===== config.mk =====
export PLATFORM = sky130hd
export DESIGN_NAME = fft_agu
export DESIGN_NICKNAME = d
export VERILOG_FILES = /design/src/rtl/fft_agu_pkg.sv /design/src/rtl/fft_agu.sv
export SDC_FILE = /design/constraint.sdc
export NUM_CORES = 1
export LEC_CHECK = 0
export BUFFER_PORTS_ARGS = -buffer_cell sky130_fd_sc_hd__clkbuf_2
export CAP_MARGIN = 20
export CORE_ASPECT_RATIO = 1.1
export CORE_MARGIN = 8
export CORE_UTILIZATION = 30
export CTS_CLUSTER_SIZE = 40
export DETAILED_ROUTE_END_ITERATION = 8
export SKIP_LAST_GASP = 1
export SLEW_MARGIN = 25
export SYNTH_ARGS = -nofsm -noshare
export SYNTH_HDL_FRONTEND = slang
export SYNTH_SLANG_ARGS = --single-unit

===== constraint.sdc =====
create_clock -name clk -period 2.4 [get_ports clk]
set_input_delay 0.36 -clock clk [delete_from_list [all_inputs] [get_ports clk]]
set_output_delay 0.36 -clock clk [all_outputs]
set_load 0.03 [all_outputs]

===== src/rtl/fft_agu_pkg.sv =====
// Shared types and address helpers for the radix-2 DIT FFT address generator.
package fft_agu_pkg;

  // Default transform size: 2**5 = 32 points.
  localparam int N_2_DEF = 5;

  typedef enum logic [1:0] {
    IDLE   = 2'd0,
    LOAD   = 2'd1,
    CALC   = 2'd2,
    UNLOAD = 2'd3
  } state_t;

  // Number of butterflies per stage (also the number of load/unload pairs).
  function automatic int half_points(input int n2);
    return 1 << (n2 - 1);
  endfunction

  // Reverse the low w bits of v; bits at and above w come back as zero.
  function automatic logic [15:0] bitrev(input logic [15:0] v, input int w);
    logic [15:0] r;
    r = '0;
    for (int k = 0; k < 16; k++) begin
      if (k < w) r[w-1-k] = v[k];
    end
    return r;
  endfunction

  // Rotate the low w bits of v left by sh (0 <= sh < w).
  function automatic logic [15:0] rotl(input logic [15:0] v, input int sh, input int w);
    logic [15:0] mask;
    mask = (16'd1 << w) - 16'd1;
    return ((v << sh) | ((v & mask) >> (w - sh))) & mask;
  endfunction

endpackage


===== src/rtl/fft_agu.sv =====
// Address generator and phase sequencer for an in-place radix-2 DIT FFT.
// Outputs are decoded combinationally from state and counters, so they follow
// an asynchronous reset immediately and line up with asynchronous RAM reads.
//
//  state  | meaning
//  IDLE   | waiting for start, all outputs low
//  LOAD   | accepting input pairs, written at bit-reversed addresses
//  CALC   | one butterfly per cycle, N_2 stages of N/2 butterflies
//  UNLOAD | presenting result pairs in natural order
module fft_agu
  import fft_agu_pkg::*;
#(
  parameter int N_2 = N_2_DEF
) (
  input  logic           clk,
  input  logic           reset_n,
  input  logic           start,
  input  logic           load_valid,
  output logic           load_ready,
  output logic           out_valid,
  input  logic           out_ready,
  output logic [N_2-1:0] adra,
  output logic [N_2-1:0] adrb,
  output logic           we,
  output logic           wd_sel,
  output logic [N_2-2:0] twiddle_adr,
  output logic           busy,
  output logic           done
);

  localparam int JW = N_2 - 1;
  localparam int IW = (N_2 > 2) ? $clog2(N_2) : 1;
  localparam int HALF = half_points(N_2);

  state_t        state;
  logic [JW-1:0] j;
  logic [IW-1:0] i;

  logic          last_j;
  logic          last_i;
  logic [15:0]   pair_a;
  logic [15:0]   pair_b;
  logic [15:0]   low_mask;

  assign last_j = (j == JW'(HALF - 1));
  assign last_i = (i == IW'(N_2 - 1));
  assign pair_a = 16'({j, 1'b0});
  assign pair_b = 16'({j, 1'b1});

  // Phase sequencing and pair/butterfly/stage counters.
  always_ff @(posedge clk or negedge reset_n) begin
    if (!reset_n) begin
      state <= IDLE;
      j     <= '0;
      i     <= '0;
    end else begin
      case (state)
        IDLE: begin
          if (start) begin
            state <= LOAD;
            j     <= '0;
            i     <= '0;
          end
        end
        LOAD: begin
          if (load_valid) begin
            if (last_j) begin
              state <= CALC;
              j     <= '0;
              i     <= '0;
            end else begin
              j <= j + 1'b1;
            end
          end
        end
        CALC: begin
          j <= j + 1'b1;
          if (last_j) begin
            if (last_i) begin
              state <= UNLOAD;
              i     <= '0;
            end else begin
              i <= i + 1'b1;
            end
          end
        end
        UNLOAD: begin
          if (out_ready) begin
            j <= j + 1'b1;
            if (last_j) state <= IDLE;
          end
        end
        default: begin
          state <= IDLE;
          j     <= '0;
          i     <= '0;
        end
      endcase
    end
  end

  // Address, write-enable and handshake decode for the current phase.
  always_comb begin
    load_ready  = 1'b0;
    out_valid   = 1'b0;
    adra        = '0;
    adrb        = '0;
    we          = 1'b0;
    wd_sel      = 1'b0;
    twiddle_adr = '0;
    busy        = 1'b0;
    done        = 1'b0;
    // Clears the low (N_2-1-i) bits of j; stage 0 masks everything, last stage nothing.
    low_mask    = (16'd1 << (JW - int'(i))) - 16'd1;
    case (state)
      LOAD: begin
        busy       = 1'b1;
        load_ready = 1'b1;
        we         = load_valid;
        adra       = N_2'(bitrev(pair_a, N_2));
        adrb       = N_2'(bitrev(pair_b, N_2));
      end
      CALC: begin
        busy        = 1'b1;
        we          = 1'b1;
        wd_sel      = 1'b1;
        adra        = N_2'(rotl(pair_a, int'(i), N_2));
        adrb        = N_2'(rotl(pair_b, int'(i), N_2));
        twiddle_adr = j & ~low_mask[JW-1:0];
      end
      UNLOAD: begin
        busy      = 1'b1;
        out_valid = 1'b1;
        adra      = N_2'(pair_a);
        adrb      = N_2'(pair_b);
        done      = out_ready & last_j;
      end
      default: begin
      end
    endcase
  end

endmodule

Word level (Yosys, flattened, before mapping)
Index checks and enable logic that the tools add are counted.

operators by class
  add/subtract/negate cells = 5
  equality and inequality tests = 12
  shift-type cells = 5
  multiplexer cells = 28
  bitwise logic cells = 5
  reduce and logical (&&, ||, !) cells = 6

operators with widths
  cell                    count
  $shr A5 B32 Y5          2
  $shl A1 B32 Y4 const A  1
  $pmux W5 S3             2
  $mux W4                 5
  $pmux W4 S4             1
  $mux W3                 5
  $mux W2                 7
  $ne A2 B2 Y1 const B    7
  $or A5 B5 Y5            2
  $shl A5 B3 Y5           2
  $pmux W3 S3             1
  $pmux W2 S4             1
  $sub A3 B3 Y4 const A   2
  $reduce_and A7 Y1       1
  $mux W1                 5
  $reduce_and A5 Y1       1
  $add A4 B1 Y4 const B   1
  $and A4 B4 Y4           1
  $eq A2 B2 Y1 const B    2
  $eq A4 B4 Y1 const B    1
  $not A4 Y4              1
  $sub A4 B1 Y4 const B   1
  $add A3 B1 Y3 const B   1
  $eq A3 B3 Y1 const B    1
  other kinds (7)         7

storage, ports and cells
  register bits after elaboration = 9
  input port bits = 5
  output and inout port bits = 20
  word-level logic and storage cells = 64

Depth between registers and ports, before layout
Gate-level depths: netlist (run 1).

  depth after elaboration = 6
  mapped depth = 9
  gate-level depth less buffers = 7

Least setup slack after synthesis (run 1)
Ideal clock, no wire load.

  path type = register -> output
  start point = register i[1]
  end point = output port adra[4]
  data arrival time = 2.327 ns
  path slack = -0.287 ns
  cell stages (with the launch flop) = 8
  cell sequence = dfrtp_1 -> buf_2 -> buf_2 -> inv_1 -> ha_1 -> nor4b_1 -> o21ai_0 -> a211oi_1

on the way
  word-level cells in the longest chain between the ends = 4

ends and longest elaborated chain
  item                    RTL line           text
  start, declared         fft_agu.sv:37      logic [IW-1:0] i;
  start signal, assigned  fft_agu.sv:83      i <= i + 1'b1;
  $sub A3 B3 Y4           fft_agu_pkg.sv:33  return ((v << sh) | ((v & mask) >> (w - sh))) & mask;
  $shr A5 B32 Y5          fft_agu_pkg.sv:33
  $or A5 B5 Y5 *          fft_agu_pkg.sv:33
  $pmux W5 S3 *           fft_agu.sv:115     case (state)
  end, declared           fft_agu.sv:22      output logic [N_2-1:0] adra,

Mark *: on every way between the ends. The rest lies on a longest branch, timed or not.

Final worst setup path (run 1)
  start point = register i[2]
  end point = output port adra[3]

Same word-level chain as after synthesis.

==> impl_metrics.toml, run 1 <==
[grt]
grt_pass1_vias = 1337
grt_start_max_net_pins = 21
grt_remaining_overflow = 0
grt_pass1_wl_mm = 6.31
track_usage = 0.114
antenna_found_initial = 0

[critical_path]
r2r_slack_ps = 370
cp-start-kind = "flip-flop"
critPathMaxFanout = 3
setup.worst_path.class = "flip-flop to output pin"
reg2reg_depth = 6
r2r_start = "state[1]"
rr_endpoint = "state[1]"
required_ps = 2040
crit_arrival_ps = 1970
worstSetupEndpointType = "output pin"

[logic_synthesis]
yosysSeqAreaShare = 0.172
synth_compound_area_frac = 0.253
synth.area.mux_share = 0.0660
synth_cell_types = 48
synthAdderAreaFrac = 0.134
async_flop_share = 1.00
syn-num-nets = 184
synth_top_family_by_area = "simple AND/OR/NAND/NOR gates"
synth_edf_count = 0
netlist_instances = 165
synth_top_area_share = 0.172
synth_xor_area_frac = 0.00670
yosys.area_share.simple = 0.291
ys.warnings.count = 0
synth_seq_cells = 9
synth_area_leaders = "dfrtp_1 17%, ha_1 13%, a21oi_1 4.2%"
yosysMostFrequentCell = "ha_1"
syn_area_per_cell_sq_um = 7.92
ys_dominant_reg_cell = "dfrtp_1"
netlist_top_cells_count = "14 x ha_1, 11 x a21oi_1, 11 x o21ai_0"
synth_area_sq_um = 1310
yosys.area.top_type = "dfrtp_1"

[routing]
dr.pass1.iters = 6
drc = 0
via_per_inst = 5.44
drtIter0Drc = 59
finalWirelength_mm = 3.80
wl_per_cell_um = 15.1
num_vias = 1365
ant_nets = 0

[run]
cap_violations = 0

[clock_tree]
htreeDepth = 1
cts-root-buf = "clkbuf_8"
cts_made_buffers = 3
tritoncts = "yes"
clock_sinks = 9
path_clk_slew_ps = 50
clock_latency_ps = 240
clock_path_buffers = 2

[sta]
clock_skew_ps = 2.04
slew_viol_final = 0
period_share = 0.973
hold_violations = 0
setup_viol = 0
setup_ws_ps = 65.8
fmax_mhz = 428
whs_ps = 529
min_period_ps = 2330
tightestPinTransition_ps = 503
slew_headroom = 0.665

[floorplanning]
io_pins = 25
die_area_sq_um = 6730
die_h_um = 85.2
die_w_um = 78.9
rows = 25
initial_utilization = 0.307
core_sq_um = 4250

[placement]
dp_slack_ps = 181
io_buffers = 24
place_hpwl_mm = 2.80
place.gp.congestion = 0.796
dp.cells = 244

[pwr]
ir_drop_mv = 0.703
p_leak_nw = 0.733
power.density_nw_per_um2 = 1410

[layout]
instances_no_fill = 251
fin_nets = 217
fin_util = 0.416
drive_gt1_frac = 0.421
diodes = 0
syn2layout_area_growth_pct = 35.5

[status]
outcome = "complete, no violations"

[worst_hold_path]
hp-class = "primary input to async pin"
## power by group
part	switching (mW)	internal (mW)	leakage [nW]
Clock	0.0677	0.116	0.0228
Sequential	0.0951	0.207	0.116
Combinational	1.17	0.839	0.594
## how the worst max path moves through the flow
stage,startpoint,endpoint,slack (ps),depth (start not counted)
2_1_floorplan,i[1],adra[4],-30,7
3_3_place_gp,state[0],adrb[3],200,7
3_5_place_dp,state[0],adrb[3],180,7
4_1_cts,i[1],adrb[4],-30,7
5_1_grt,i[2],adra[3],-5,6
6_report,i[2],adra[3],70,6
## layout by cell type, fill, tap and decap left out, drive strengths merged, types with 2 or more instances in the layout
cell type  synthesis  final
dfrtp              9      9
a211oi             3      3
a2111oi            4      4
a21o               2      2
o21ai             11     11
inv                9      9
mux4               2      2
nand3b             2      2
a22oi              2      2
nand3              4      4
buf                7     20
and3               4      4
nor4               3      3
nand2             10     10
nand2b             5      5
nor2b              8      8
a21oi             12     12
or2                4      4
clkbuf             7     25
or3                3      3
nor3               6      6
ha                14     14
nor2              10     10
o22ai              2      2
mux2i              3      3
nand4              2      2
## per-layer routing
metal,GRT usage,vias to the layer above,wire length (um)
li1,-,674,-
met1,0.147,651,1780
met2,0.185,38,1810
met3,0.0180,2,164
met4,0.0405,0,42
met5,0,-,0
## cell families after synthesis
| kind of cell | count (synthesis) |
|---|---|
| AO/OA/AOI/OAI | 45 |
| XOR/XNOR | 1 |
| adder cells (fa/ha/maj) | 14 |
| buffers and inverters | 23 |
| flip-flops | 9 |
| multiplexers | 6 |
| AND/OR/NAND/NOR | 67 |
## through the flow
step | TNS (ps) | instance area, sq um | total power [mW]
floorplan | -25.3 | 1320 | 1.60
global placement | 0 | 1550 | 2.06
detailed placement | 0 | 1550 | 2.07
CTS | -28.4 | 1640 | 2.32
global route | -9.03 | 1770 | 2.71
finish | 0 | 1770 | 2.49
## critical path, cell delays in order, from the launching register on
cell,delay (ps)
dfrtp_2,430
ha_2,220
nand2b_1,160
or4_4,500
a21oi_4,160
or2_2,120
buf_4,150
## area by class of cell
class | count | area, sq um
Timing Repair Buffer | 42 | 272
Fill cell | 463 | 2480
Inverter | 9 | 36.3
Tap cell | 54 | 67.6
Clock buffer | 4 | 45.0
Multi-Input combinational cell | 133 | 1120
Sequential cell | 9 | 228
## state kept, by name (all words and copies together), names as in the netlist
name and cells:
state 2, j 4, i 3
## repair_timing
action,in CTS,in global routing
endpoints found under the hold margin,9,0
buffers inserted,0,2
hold buffers,1,0
setup endpoints to repair,6,8
pin swaps,1,5
resized for setup,10,32
No activity file was read; power rests on OpenSTA's default activity.
==> inputs of run 2 (changes only) <==
- ABC_AREA: unset -> 1
==> run 2 against run 1 <==
Critical path depth is 2 higher. Utilization down 4.1 points. Cell area decreased by 17%. Worst setup slack improved by 37 ps. Non-clock buffer count down 12. Synthesized cell count grew 11%. Register-to-register slack improved by 380 ps. First-iteration DRC count up 32%. Combinational power shrank 17%. Sequential share of layout area up 2.6 points. Wire length shrank 16%. Total power fell by 15%.
==> impl_metrics.toml, run 2 <==
[floorplanning]
core_sq_um = 3900
rows = 24
die_w_um = 76.4
initial_utilization = 0.308
die_area_sq_um = 6290
io_pins = 25
die_h_um = 82.4

[layout]
final_cell_mix = "51 x nand2_1, 21 x clkbuf_2, 19 x inv_1, 16 x a21oi_1"
drive_gt1_frac = 0.245
final_cell_area_sq_um = 1470
mostFrequentLayoutCell = "nand2_1"
fin_nets = 232
nFillCells = 449
diodes = 0
instances_no_fill = 264
top_register = "j"
largest_reg_flops = 4
fin_util = 0.375
syn2layout_area_growth_pct = 21.9
reg.largest.list = "j x4, i x3, state x2"

[grt]
grt_pass1_vias = 1146
grt_pass1_wl_mm = 5.32
grt_remaining_overflow = 0
antenna_found_initial = 0
grt_start_max_net_pins = 13
track_usage = 0.101

[clock_tree]
clock_latency_ps = 230
tritoncts = "yes"
cts_made_buffers = 3
clock_path_buffers = 2
postCtsSetupBuffers = 0
htreeDepth = 1
clock_sinks = 9
cts-root-buf = "clkbuf_8"
path_clk_slew_ps = 40

[placement]
dpl-instance-area_sq_um = 1380
dp.cells = 259
io_buffers = 24
place_hpwl_mm = 2.65
place.gp.congestion = 0.892
dp_slack_ps = 190

[sta]
final.setup.tns_ps = 0
clock_skew_ps = 1.52
fmax_mhz = 435
slew_headroom = 0.779
setup_viol = 0
hold_violations = 0
slew_viol_final = 0
rsz0062_at_grt = "no"
min_period_ps = 2300
tightestPinTransition_ps = 330
whs_ps = 513
setup_ws_ps = 102
period_share = 0.957

[critical_path]
crit_path_frequent_cell = "ha_2"
cp_slowest_stage_delay_ps = 410
r2r_start = "state[1]"
critPathMaxFanout = 10
required_ps = 2040
crit_arrival_ps = 1940
worstSetupEndpointType = "output pin"
worstPathCellList = "inv_8 > ha_2 > ha_4 > nand3b_1 > ha_2 > nand2_1 > nor2_1 > buf_2"
cp-start-kind = "flip-flop"
crit_slowest_cell = "dfrtp_2"
crit_path_start = "i[0]"
setup.worst_path.class = "flip-flop to output pin"

[logic_synthesis]
synth_top_area_share = 0.187
yosysSeqAreaShare = 0.187
ys_dominant_reg_cell = "dfrtp_1"
yosysMostFrequentCell = "nand2_1"
synth_cell_types = 28
yosys.area.top_type = "dfrtp_1"
synth_compound_area_frac = 0.185
syn_area_per_cell_sq_um = 6.57
synth_xor_area_frac = 0.0146
netlist_top_cells_count = "51 x nand2_1, 19 x inv_1, 16 x a21oi_1"
syn-num-nets = 202
async_flop_share = 1.00
netlist_instances = 183
yosys.area_share.simple = 0.336
synth_area_sq_um = 1200
synth.area.mux_share = 0.00832
synth_top_family_by_area = "simple AND/OR/NAND/NOR gates"
synthAdderAreaFrac = 0.146
synth_area_leaders = "dfrtp_1 19%, nand2_1 16%, ha_1 15%"
synth_edf_count = 0
ys.warnings.count = 0
synth_seq_cells = 9

[pwr]
ir_drop_mv = 0.413
power.density_nw_per_um2 = 1440
p_leak_nw = 0.748
totalPowerFinal_mw = 2.11

[routing]
wl_per_cell_um = 12.1
drc = 0
ant_nets = 0
dr.pass1.iters = 4
finalWirelength_mm = 3.21
num_vias = 1247
via_per_inst = 4.72
drtIter0Drc = 78

[worst_hold_path]
hp-class = "primary input to async pin"

[status]
outcome = "complete, no violations"

[run]
cap_violations = 0
[run 2: cell types whose count changed after synthesis, moves of 6 or more]
cell      before  now
clkbuf_1       7    0
nand3_1        4   13
nand2_1       10   51
nor2b_1        7    0
o21ai_1        0    6
inv_1          9   19
[run 2: power breakdown]
part	internal [mW]	switching (mW)	total (mW)
Clock	0.115	0.0568	0.172
Combinational	0.569	1.09	1.66
Sequential	0.211	0.0676	0.278
[run 2: worst max-delay path: cells and delay by family (launching register included)]
family | cells | cell delay, ps
DFF | 1 | 410
buffers and inverters | 2 | 260
adders and majority gates | 3 | 810
and+or+nand+nor | 3 | 230
[run 2: layout make-up]
cell class | count | area (sq um) | area share
clock buffer | 4 | 45.0 | 0.0307
inverter | 24 | 97.6 | 0.0666
multi-input combinational | 145 | 852 | 0.582
sequential | 9 | 226 | 0.155
tap | 52 | 65.1 | 0.0444
timing repair buffer | 30 | 179 | 0.122
[run 2: logic make-up (layout without fill, tap and decap cells)]
logic type,count (synthesis),after routing
simple gates,90,90
mux,1,1
compound gates,38,38
xor+xnor,2,2
flops,9,9
fa+ha+maj,14,14
buf+inv,29,58
[run 2: repair_timing]
action / CTS / global route
cloned: 0 / 0
hold buffers: 1 / 0
resized for setup: 5 / 4
endpoints found under the hold margin: 9 / 0
setup endpoints to repair: 2 / 3
pin swaps: 0 / 1
[run 2: metal layers]
metal / vias to the layer above / GRT usage / share of wire
met5: - / 0 / 0
met4: 0 / 0.0288 / 0
met3: 0 / 0.0184 / 0.033
met2: 22 / 0.189 / 0.53
met1: 566 / 0.117 / 0.44
li1: 659 / - / -
[run 2: final timing paths]
kind	to	slack, ps	depth (start not counted)
max in group asynchronous	i[0]	1680	2
min in group clk	state[1]	560	2
worst max-delay path	twiddle_adr[1]	100	8
worst min register to register	state[1]	560	2
worst min-delay path	j[1]	510	2
worst max register to register	j[1]	750	7
